===== config.mk =====
export PLATFORM = sky130hd
export DESIGN_NAME = cam_gray_stream_flat
export DESIGN_NICKNAME = d
export VERILOG_FILES = /design/src/rtl/cam_gray_stream_if.sv /design/src/rtl/cam_gray_stream.sv /design/src/flat_wrapper.sv
export SDC_FILE = /design/constraint.sdc
export NUM_CORES = 1
export LEC_CHECK = 0
export ABC_CLOCK_PERIOD_IN_PS = 21200
export CAP_MARGIN = 20
export CORE_MARGIN = 2
export CORE_UTILIZATION = 65
export CTS_CLUSTER_DIAMETER = 120
export DETAILED_ROUTE_END_ITERATION = 16
export PLACE_DENSITY_LB_ADDON = 0.25
export SYNTH_ARGS = -nofsm -noshare
export SYNTH_HDL_FRONTEND = slang
export SYNTH_SLANG_ARGS = --single-unit

===== constraint.sdc =====
create_clock -name clk -period 21.2 [get_ports clk]
set_input_delay 4.24 -clock clk [delete_from_list [all_inputs] [get_ports clk]]
set_output_delay 4.24 -clock clk [all_outputs]
set_load 0.05 [all_outputs]

===== src/rtl/cam_gray_stream_if.sv =====
// Camera byte stream in, gray pixel stream out, for cam_gray_stream.
// test_mode exists only when CAM_GRAY_TEST_PATTERN_EN is defined.
interface cam_gray_stream_if;
    logic       cam_vsync;
    logic       cam_href;
    logic       cam_de;
    logic [7:0] cam_data;
`ifdef CAM_GRAY_TEST_PATTERN_EN
    logic       test_mode;
`endif
    logic [7:0] gray_out;
    logic [8:0] x_pos;
    logic [7:0] y_pos;
    logic       valid_out;
    logic       frame_start;
    logic       frame_done;
    logic       overflow;

    modport master (
`ifdef CAM_GRAY_TEST_PATTERN_EN
        output test_mode,
`endif
        output cam_vsync, cam_href, cam_de, cam_data,
        input  gray_out, x_pos, y_pos, valid_out, frame_start, frame_done, overflow
    );

    modport slave (
`ifdef CAM_GRAY_TEST_PATTERN_EN
        input  test_mode,
`endif
        input  cam_vsync, cam_href, cam_de, cam_data,
        output gray_out, x_pos, y_pos, valid_out, frame_start, frame_done, overflow
    );
endinterface


===== src/rtl/cam_gray_stream.sv =====
// RGB565 camera byte stream to 8-bit luma pixels with coordinates and frame flags.
// Optional CAM_GRAY_TEST_PATTERN_EN: test_mode replaces luma with x^y.
module cam_gray_stream #(
    parameter int IMG_WIDTH  = 320,
    parameter int IMG_HEIGHT = 240
) (
    input logic              clk,
    input logic              rst,
    cam_gray_stream_if.slave bus
);
    localparam logic [8:0] X_LIMIT = 9'(IMG_WIDTH);
    localparam logic [7:0] Y_LIMIT = 8'(IMG_HEIGHT);

    typedef enum logic [1:0] {
        SYNC      = 2'd0,
        LINE_WAIT = 2'd1,
        HI        = 2'd2,
        LO        = 2'd3
    } state_t;

    // Expand 5/6-bit channels by replicating MSBs, then weighted sum; max 65280 fits 16 bits.
    function automatic logic [7:0] rgb565_luma(input logic [15:0] pix);
        logic [15:0] r8;
        logic [15:0] g8;
        logic [15:0] b8;
        logic [15:0] acc;
        r8  = {8'd0, pix[15:11], pix[15:13]};
        g8  = {8'd0, pix[10:5], pix[10:9]};
        b8  = {8'd0, pix[4:0], pix[4:2]};
        acc = 16'd77 * r8 + 16'd150 * g8 + 16'd29 * b8;
        return acc[15:8];
    endfunction

    state_t     state_r;
    logic       vsync_prev_r;
    logic       href_prev_r;
    logic       line_pix_r;
    logic [7:0] hi_r;
    logic [8:0] x_cnt_r;
    logic [7:0] y_cnt_r;
    logic [7:0] gray_r;
    logic [8:0] x_pos_r;
    logic [7:0] y_pos_r;
    logic       valid_r;
    logic       frame_start_r;
    logic       frame_done_r;
    logic       overflow_r;

    logic       vsync_rise_s;
    logic       vsync_fall_s;
    logic       href_fall_s;
    logic       byte_s;
    logic       in_bounds_s;
    logic [7:0] gray_s;

    assign vsync_rise_s = bus.cam_vsync & ~vsync_prev_r;
    assign vsync_fall_s = ~bus.cam_vsync & vsync_prev_r;
    assign href_fall_s  = ~bus.cam_href & href_prev_r;
    assign byte_s       = bus.cam_de & bus.cam_href;
    assign in_bounds_s  = (x_cnt_r < X_LIMIT) && (y_cnt_r < Y_LIMIT);

    // Gray value for the pixel completed by the current lo byte.
    always_comb begin
`ifdef CAM_GRAY_TEST_PATTERN_EN
        if (bus.test_mode) begin
            gray_s = x_cnt_r[7:0] ^ y_cnt_r;
        end else begin
            gray_s = rgb565_luma({hi_r, bus.cam_data});
        end
`else
        gray_s = rgb565_luma({hi_r, bus.cam_data});
`endif
    end

    // Framing FSM, counters and registered outputs; vsync rise outranks href fall and bytes.
    always_ff @(posedge clk) begin
        if (rst) begin
            state_r       <= SYNC;
            vsync_prev_r  <= 1'b0;
            href_prev_r   <= 1'b0;
            line_pix_r    <= 1'b0;
            hi_r          <= 8'd0;
            x_cnt_r       <= 9'd0;
            y_cnt_r       <= 8'd0;
            gray_r        <= 8'd0;
            x_pos_r       <= 9'd0;
            y_pos_r       <= 8'd0;
            valid_r       <= 1'b0;
            frame_start_r <= 1'b0;
            frame_done_r  <= 1'b0;
            overflow_r    <= 1'b0;
        end else begin
            vsync_prev_r  <= bus.cam_vsync;
            href_prev_r   <= bus.cam_href;
            valid_r       <= 1'b0;
            frame_start_r <= 1'b0;
            frame_done_r  <= 1'b0;
            if (state_r == SYNC) begin
                if (vsync_fall_s) begin
                    state_r       <= LINE_WAIT;
                    frame_start_r <= 1'b1;
                    overflow_r    <= 1'b0;
                    x_cnt_r       <= 9'd0;
                    y_cnt_r       <= 8'd0;
                    line_pix_r    <= 1'b0;
                end
            end else if (vsync_rise_s) begin
                state_r      <= SYNC;
                frame_done_r <= 1'b1;
            end else begin
                case (state_r)
                    LINE_WAIT: begin
                        if (bus.cam_href) begin
                            state_r <= HI;
                        end
                    end
                    HI, LO: begin
                        if (href_fall_s) begin
                            state_r    <= LINE_WAIT;
                            x_cnt_r    <= 9'd0;
                            line_pix_r <= 1'b0;
                            if (line_pix_r && (y_cnt_r < Y_LIMIT)) begin
                                y_cnt_r <= y_cnt_r + 8'd1;
                            end
                        end else if (byte_s && (state_r == HI)) begin
                            hi_r    <= bus.cam_data;
                            state_r <= LO;
                        end else if (byte_s) begin
                            state_r    <= HI;
                            line_pix_r <= 1'b1;
                            if (in_bounds_s) begin
                                valid_r <= 1'b1;
                                gray_r  <= gray_s;
                                x_pos_r <= x_cnt_r;
                                y_pos_r <= y_cnt_r;
                                x_cnt_r <= x_cnt_r + 9'd1;
                            end else begin
                                overflow_r <= 1'b1;
                            end
                        end
                    end
                    default: state_r <= SYNC;
                endcase
            end
        end
    end

    assign bus.gray_out    = gray_r;
    assign bus.x_pos       = x_pos_r;
    assign bus.y_pos       = y_pos_r;
    assign bus.valid_out   = valid_r;
    assign bus.frame_start = frame_start_r;
    assign bus.frame_done  = frame_done_r;
    assign bus.overflow    = overflow_r;
endmodule


===== src/flat_wrapper.sv =====
// flat-port wrapper written by rule: the top's interface ports become plain ports
module cam_gray_stream_flat 
#(
    parameter int IMG_WIDTH  = 320,
    parameter int IMG_HEIGHT = 240
)
  (clk, rst, bus_cam_vsync, bus_cam_href, bus_cam_de, bus_cam_data, bus_gray_out, bus_x_pos, bus_y_pos, bus_valid_out, bus_frame_start, bus_frame_done, bus_overflow);
  cam_gray_stream_if bus_i ();
  input logic clk;
  input logic rst;
  input wire logic [$bits(bus_i.cam_vsync)-1:0] bus_cam_vsync;
  input wire logic [$bits(bus_i.cam_href)-1:0] bus_cam_href;
  input wire logic [$bits(bus_i.cam_de)-1:0] bus_cam_de;
  input wire logic [$bits(bus_i.cam_data)-1:0] bus_cam_data;
  output wire logic [$bits(bus_i.gray_out)-1:0] bus_gray_out;
  output wire logic [$bits(bus_i.x_pos)-1:0] bus_x_pos;
  output wire logic [$bits(bus_i.y_pos)-1:0] bus_y_pos;
  output wire logic [$bits(bus_i.valid_out)-1:0] bus_valid_out;
  output wire logic [$bits(bus_i.frame_start)-1:0] bus_frame_start;
  output wire logic [$bits(bus_i.frame_done)-1:0] bus_frame_done;
  output wire logic [$bits(bus_i.overflow)-1:0] bus_overflow;
  assign bus_i.cam_vsync = bus_cam_vsync;
  assign bus_i.cam_href = bus_cam_href;
  assign bus_i.cam_de = bus_cam_de;
  assign bus_i.cam_data = bus_cam_data;
  assign bus_gray_out = bus_i.gray_out;
  assign bus_x_pos = bus_i.x_pos;
  assign bus_y_pos = bus_i.y_pos;
  assign bus_valid_out = bus_i.valid_out;
  assign bus_frame_start = bus_i.frame_start;
  assign bus_frame_done = bus_i.frame_done;
  assign bus_overflow = bus_i.overflow;
  cam_gray_stream #(.IMG_WIDTH(IMG_WIDTH), .IMG_HEIGHT(IMG_HEIGHT)) u_core (.clk(clk), .rst(rst), .bus(bus_i));
endmodule

==> results of run 1 <==
layer usage:
| layer | wire [um] | GRT usage | vias up |
|---|---|---|---|
| met5 | 0 | 0 | - |
| met4 | 347 | 0.1190 | 0 |
| met3 | 529 | 0.05325 | 36 |
| met2 | 6113 | 0.5175 | 133 |
| met1 | 5292 | 0.3869 | 2117 |
| li1 | - | - | 2085 |
worst max-delay path, stage by stage:
cell             delay, ns
clkdlybuf4s50_1       0.51
ha_1                  0.35
ha_1                  0.31
ha_1                  0.28
inv_1                 0.05
fa_1                  0.52
inv_1                 0.05
ha_1                  0.34
o21ai_0               0.13
o21bai_1              0.09
a21oi_1               0.20
xnor2_1               0.15
ha_1                  0.27
fa_1                  0.51
inv_1                 0.05
fa_1                  0.46
fa_1                  0.54
inv_1                 0.04
ha_1                  0.34
a21oi_1               0.17
o21ai_0               0.13
a211o_1               0.35
a2111o_1              0.40
a2111o_1              0.41
nand3_1               0.08
state kept, by name (all words and copies together) (netlist names):
signal,count
u_core.bus.x_pos,9
u_core.x_cnt_r,9
u_core.bus.gray_out,8
u_core.bus.y_pos,8
u_core.hi_r,8
u_core.y_cnt_r,8
u_core.state_r,2
u_core.bus.frame_done,1
u_core.bus.frame_start,1
u_core.bus.overflow,1
u_core.bus.valid_out,1
u_core.href_prev_r,1
u_core.line_pix_r,1
u_core.vsync_prev_r,1
metrics by stage:
step / hold WS (ns) / power [W] / utilization
CTS: 0.4581 / 0.0004005 / 0.7530
floorplan: 0.4292 / 0.0002486 / -
detailed placement: 0.4472 / 0.0002920 / 0.7285
global placement: 0.4414 / 0.0002778 / 0.7285
global route: 0.4813 / 0.0004341 / 0.7530
finish: 0.4568 / 0.0004003 / 0.7530
layout make-up:
class	instances	area, um^2
Inverter	90	337.8
Fill cell	591	2019
Clock inverter	7	76.32
Clock buffer	9	123.9
Timing Repair Buffer	42	412.9
Sequential cell	59	1181
Tap cell	105	131.4
Multi-Input combinational cell	433	3892
cells in the mapped netlist, drive strengths merged, types with 6 or more instances:
cell type,n
nor2,46
clkbuf,7
xor2,11
mux2i,10
nand2,55
o21ai,17
and3,7
ha,85
a31oi,6
buf,8
nor3,12
nand3,10
nand2b,8
inv,90
a21o,6
a21oi,35
dfxtp,59
nand4,9
fa,54
xnor2,8
worst paths after layout:
check | end | cells after the start | slack, ns | start
hold reg to reg | u_core.bus.y_pos[5] | 2 | 0.46 | u_core.bus.y_pos[5]
hold / removal | u_core.bus.y_pos[5] | 2 | 0.46 | u_core.bus.y_pos[5]
setup / recovery | u_core.bus.gray_out[6] | 25 | 10.50 | bus_cam_data[6]
setup reg to reg | u_core.bus.gray_out[6] | 22 | 14.37 | u_core.hi_r[1]
logic make-up (layout without fill, tap and decap cells):
logic type,Yosys count,after routing,share of synthesized area
adders and majority gates,139,139,0.3913
AOI/OAI and AO/OA,96,96,0.1180
DFF,59,59,0.2155
xor gates and xnor gates,19,19,0.03037
muxes,10,10,0.01827
and+or+nand+nor,169,169,0.1523
buffers and inverters,105,148,0.07420
power by group:
| part | leakage [nW] | switching (W) | total (W) | internal (W) |
|---|---|---|---|---|
| registers | 0.476 | 0.000000573 | 0.000112 | 0.000111 |
| clock network | 0.0958 | 0.0000524 | 0.000107 | 0.0000548 |
| logic | 2.31 | 0.000108 | 0.000181 | 0.0000739 |
| total | 2.88 | 0.000161 | 0.000400 | 0.000240 |
==> run metrics, run 1 <==
status complete, no violations; fin area 6156 um^2; Post-Route WL 12,280 um; Slew Viols, Final 0; clock sink count between 50 and 60; Die Height 95.82 um; vias in the first global route 4,617; GRT Total Usage 0.3045; Primary FF master, synth dfxtp_1; via/cell ratio 5.867; Seq cells post-synth slightly below 60; top cell type's share of synthesized area 0.2155; Starting DRT DRC Count between 200 and 250; synth warn 0; Finished Layout Cells ~750; DR WL/cell ~16 um; FFs w/ async S/R, synth 0; die span in x between 90 and 100 um; max cap viols 0; drt drc 0; commonest non-fill, non-tap cells in the layout 90 x inv_1, 85 x ha_1, 59 x dfxtp_1, 55 x nand2_1, 54 x fa_1; most common cell after layout, fill and taps aside inv_1; antenna violations before repair 0; Mapped Area 5480 um^2; synth top area cells dfxtp_1 22%, fa_1 20%, ha_1 19%; Leak Pwr 2.882 nW; number of enable flip-flop cells after synthesis 0; Die ar. just over 9000 um^2; CTS resizes 0; Worst slew margin 0.3187; HP Class reg -> reg; Hold Fails Final Rpt 0; quantity of hold-fixing buffers added after cts 0; leading area contributor after synthesis dfxtp_1; area of placed instances 5956 um^2; worst path required time 21.49 ns; clock-pin slew on the worst setup and hold paths 0.07 ns; CP max FO 5; fin crit period 10.70 ns; largest net degree at the start of global routing 55; Placer Congestion 0.9265; Site Rows 33; area grow syn2layout 12.33%; unrepaired setup endpoints after global routing false; I/O Buffers 41; Peak Freq roughly 94 MHz; IO Pins 42; Layout Skew 0.01263 ns; syn nets 749; Setup Buffers After CTS 0; clock latency on the worst-skew pair ~0.35 ns; dpl ws 10.18 ns; Antenna diodes 0; Least-Margin Pin Slew 1.022 ns; Mapped Avg Cell Area a little over 9 um^2; post-route setup slack 10.50 ns; clk root buf clkbuf_8; H-tree levels 3; Post-DP HPWL 9539 um; core box area 8175 um^2; grt ovf 0; Cells after Synth slightly below 600; placed cells 729; maximum vdd ir drop 62.98 uV; layout cells sized above 1 0.04844; Routed Antenna Nets 0; Seq/Total Area, Yosys 0.2155; synth unique cells 55; critical path class in -> reg; cts bufs inserted 9; Critical Path Sink Type flip-flop; vias post-DR between 4,000 and 5,000; Setup-failing EPs final 0; global-route wire length before repair 21,400 um; WP data arrival 10.98 ns; DR pass1 iterations 4; Tcrit/Tclk final 0.5045; Final nets just under 800; Setup TNS 0 ns; Initial Util 0.6703; CTS tree yes; startpoint types primary input; PwrDens 65.03 nW/um^2; CTS Buffer Depth 2
(Power assumes the default switching activity.)
==> run 2: changes to the inputs <==
- ABC_CLOCK_PERIOD_IN_PS: 21200 -> 9300
- CORE_UTILIZATION: 65 -> 54
- clock period: 21.2 -> 9.3 ns (I/O delays scaled with it)
==> run 2 against run 1 <==
Net effect: worst setup slack lost 9.4 ns; die area grew 19%; first-iteration DRC count grew 11%.
==> run metrics, run 2 (same netlist as run 1, synthesis figures left out) <==
status complete, no violations; Site Rows 36 (+9.1%); Setup-failing EPs final 0 (unchanged); largest net degree at the start of global routing 55 (unchanged); Die Height 104.7 um (+9.3%); unrepaired setup endpoints after global routing false; vias post-DR 4,208 (-3.7%); quantity of hold-fixing buffers added after cts 0 (unchanged); die span in x 104.7 um (+9.3%); worst path required time 9.59 ns (-11.90 ns); core box area 9819 um^2 (+20%); cts bufs inserted 9 (unchanged); multi-input logic area 3892 um^2 (unchanged); CP max FO 5 (unchanged); Final nets 787 (unchanged); GRT Total Usage 0.2305 (-0.07394); I/O Buffers 41 (unchanged); Setup Buffers After CTS 0 (unchanged); Least-Margin Pin Slew 1.024 ns (+0.002011 ns); maximum vdd ir drop 98.98 uV (+57%); fin crit period 8.212 ns; Placer Congestion 0.8407 (-9.3%); startpoint types primary input; DR pass1 iterations 5 (+1); global-route wire length before repair 20,430 um (-4.5%); CTS Buffer Depth 2 (unchanged); WP data arrival 8.50 ns (-2.48 ns); IO Pins 42 (unchanged); most common cell after layout, fill and taps aside inv_1; HP Class reg -> reg; Peak Freq 121.8 MHz; Routed Antenna Nets 0 (unchanged); met3 GRT Util 0.04429 (-0.008958); met1 Resource Use GR 0.3157 (-0.07120); via/cell ratio 5.444 (-7.2%); CTS tree yes; vias in the first global route 4,252 (-7.9%); antenna violations before repair 0 (unchanged); commonest non-fill, non-tap cells in the layout 90 x inv_1, 85 x ha_1, 59 x dfxtp_1, 55 x nand2_1, 54 x fa_1; area of placed instances 5991 um^2 (+0.59%); CTS resizes 0 (unchanged); Initial Util 0.5581 (-0.1122); fin area 6203 um^2 (+0.77%); Antenna diodes 0 (unchanged); gr busiest metal met2; clk root buf clkbuf_8; Worst slew margin 0.3174 (-0.001341); critical path class in -> reg; Tcrit/Tclk final 0.8830; area grow syn2layout 13.20%; clock-pin slew on the worst setup and hold paths 0.08 ns (about the same); Die ar. 10,970 um^2 (+19%); sequential cell area 1181 um^2 (unchanged); Post-DP HPWL 9041 um (-5.2%); Critical Path Sink Type flip-flop; clock latency on the worst-skew pair 0.35 ns (about the same); DR WL/cell 15.02 um (-8.9%); Slew Viols, Final 0 (unchanged); Starting DRT DRC Count 235 (+11%); Post-Route WL 11,610 um (-5.5%); grt ovf 0 (unchanged); Leak Pwr 2.894 nW (+0.44%); Layout Skew 0.01061 ns (-0.002020 ns); PwrDens 145.7 nW/um^2 (+120%); layout cells sized above 1 0.04844 (unchanged); H-tree levels 3 (unchanged); Pwr Total 0.0009038 W (+130%); max cap viols 0 (unchanged); drt drc 0 (unchanged); clock sink count 59 (unchanged); Setup TNS 0 ns (unchanged); Hold Fails Final Rpt 0 (unchanged); fillers 887 (+50%); GR Layer Usage met2 0.3794 (-0.1381)
## run 2: changes by cell type in the layout (fill, tap and decap cells not counted)
cell,change
clkinvlp_4,-1
clkbuf_8,+3
clkinv_4,-2
clkinv_2,+1
inv_6,-1
## run 2: metal layers
layer	wire length [um]	up-vias
met2	5456	89
met5	0	-
met1	5480	2030
li1	-	2081
met3	520	8
met4	151	0
## run 2: power by group
| part | leakage [nW] | internal (W) | switching (W) |
|---|---|---|---|
| clock | 0.108 | 0.000145 | 0.000108 |
| combinational | 2.31 | 0.000167 | 0.000229 |
| sequential | 0.476 | 0.000254 | 0.00000132 |
## run 2: final cells by class
class | instances | area share
Clock buffer | 12 | 0.02662
Clock inverter | 4 | 0.007664
Inverter | 90 | 0.05446
Multi-Input combinational cell | 433 | 0.6275
Sequential cell | 59 | 0.1904
Tap cell | 133 | 0.02683
Timing Repair Buffer | 42 | 0.06656
## run 2: through the flow
step           hold slack, ns  setup WS (ns)  instances    util
2_1_floorplan          0.4292          1.592        597       -
3_3_place_gp           0.4430         0.8692        757  0.6101
3_5_place_dp           0.4462         0.7119        757  0.6101
6_report               0.4548          1.088        773  0.6318
5_1_grt                0.4794         0.8081        773  0.6318
4_1_cts                0.4563          1.093        773  0.6318
## run 2: worst max-delay path, stage by stage
cell,delay (ns)
clkdlybuf4s50_1,0.51
ha_1,0.34
ha_1,0.31
ha_1,0.28
inv_1,0.06
fa_1,0.53
inv_1,0.04
ha_1,0.34
o21ai_0,0.13
o21bai_1,0.10
a21oi_1,0.19
xnor2_1,0.14
ha_1,0.26
fa_1,0.52
inv_1,0.05
fa_1,0.46
fa_1,0.54
inv_1,0.04
ha_1,0.33
a21oi_1,0.14
o21ai_0,0.11
a211o_1,0.34
a2111o_1,0.39
a2111o_1,0.41
nand3_1,0.08
## run 2: worst paths after layout
kind | end | cells after the start | slack [ns] | startpoint
setup / recovery | u_core.bus.gray_out[6] | 25 | 1.09 | bus_cam_data[6]
hold reg to reg | u_core.bus.x_pos[3] | 2 | 0.45 | u_core.bus.x_pos[3]
setup reg to reg | u_core.bus.gray_out[6] | 20 | 2.62 | u_core.hi_r[1]
hold / removal | u_core.bus.x_pos[3] | 2 | 0.45 | u_core.bus.x_pos[3]
==> run 3: changes to the inputs <==
--- a/constraint.sdc
+++ b/constraint.sdc
@@ -3,2 +3,2 @@
 set_output_delay 1.86 -clock clk [all_outputs]
-set_load 0.05 [all_outputs]
+set_load 0.1 [all_outputs]
==> results of run 3 <==
The final DEF is identical to that of run 2. Status: complete, no violations.
Main changes from that run: total power 0.0009038 W -> 0.0009045 W; worst IR drop on VDD 98.98 uV -> 99.19 uV
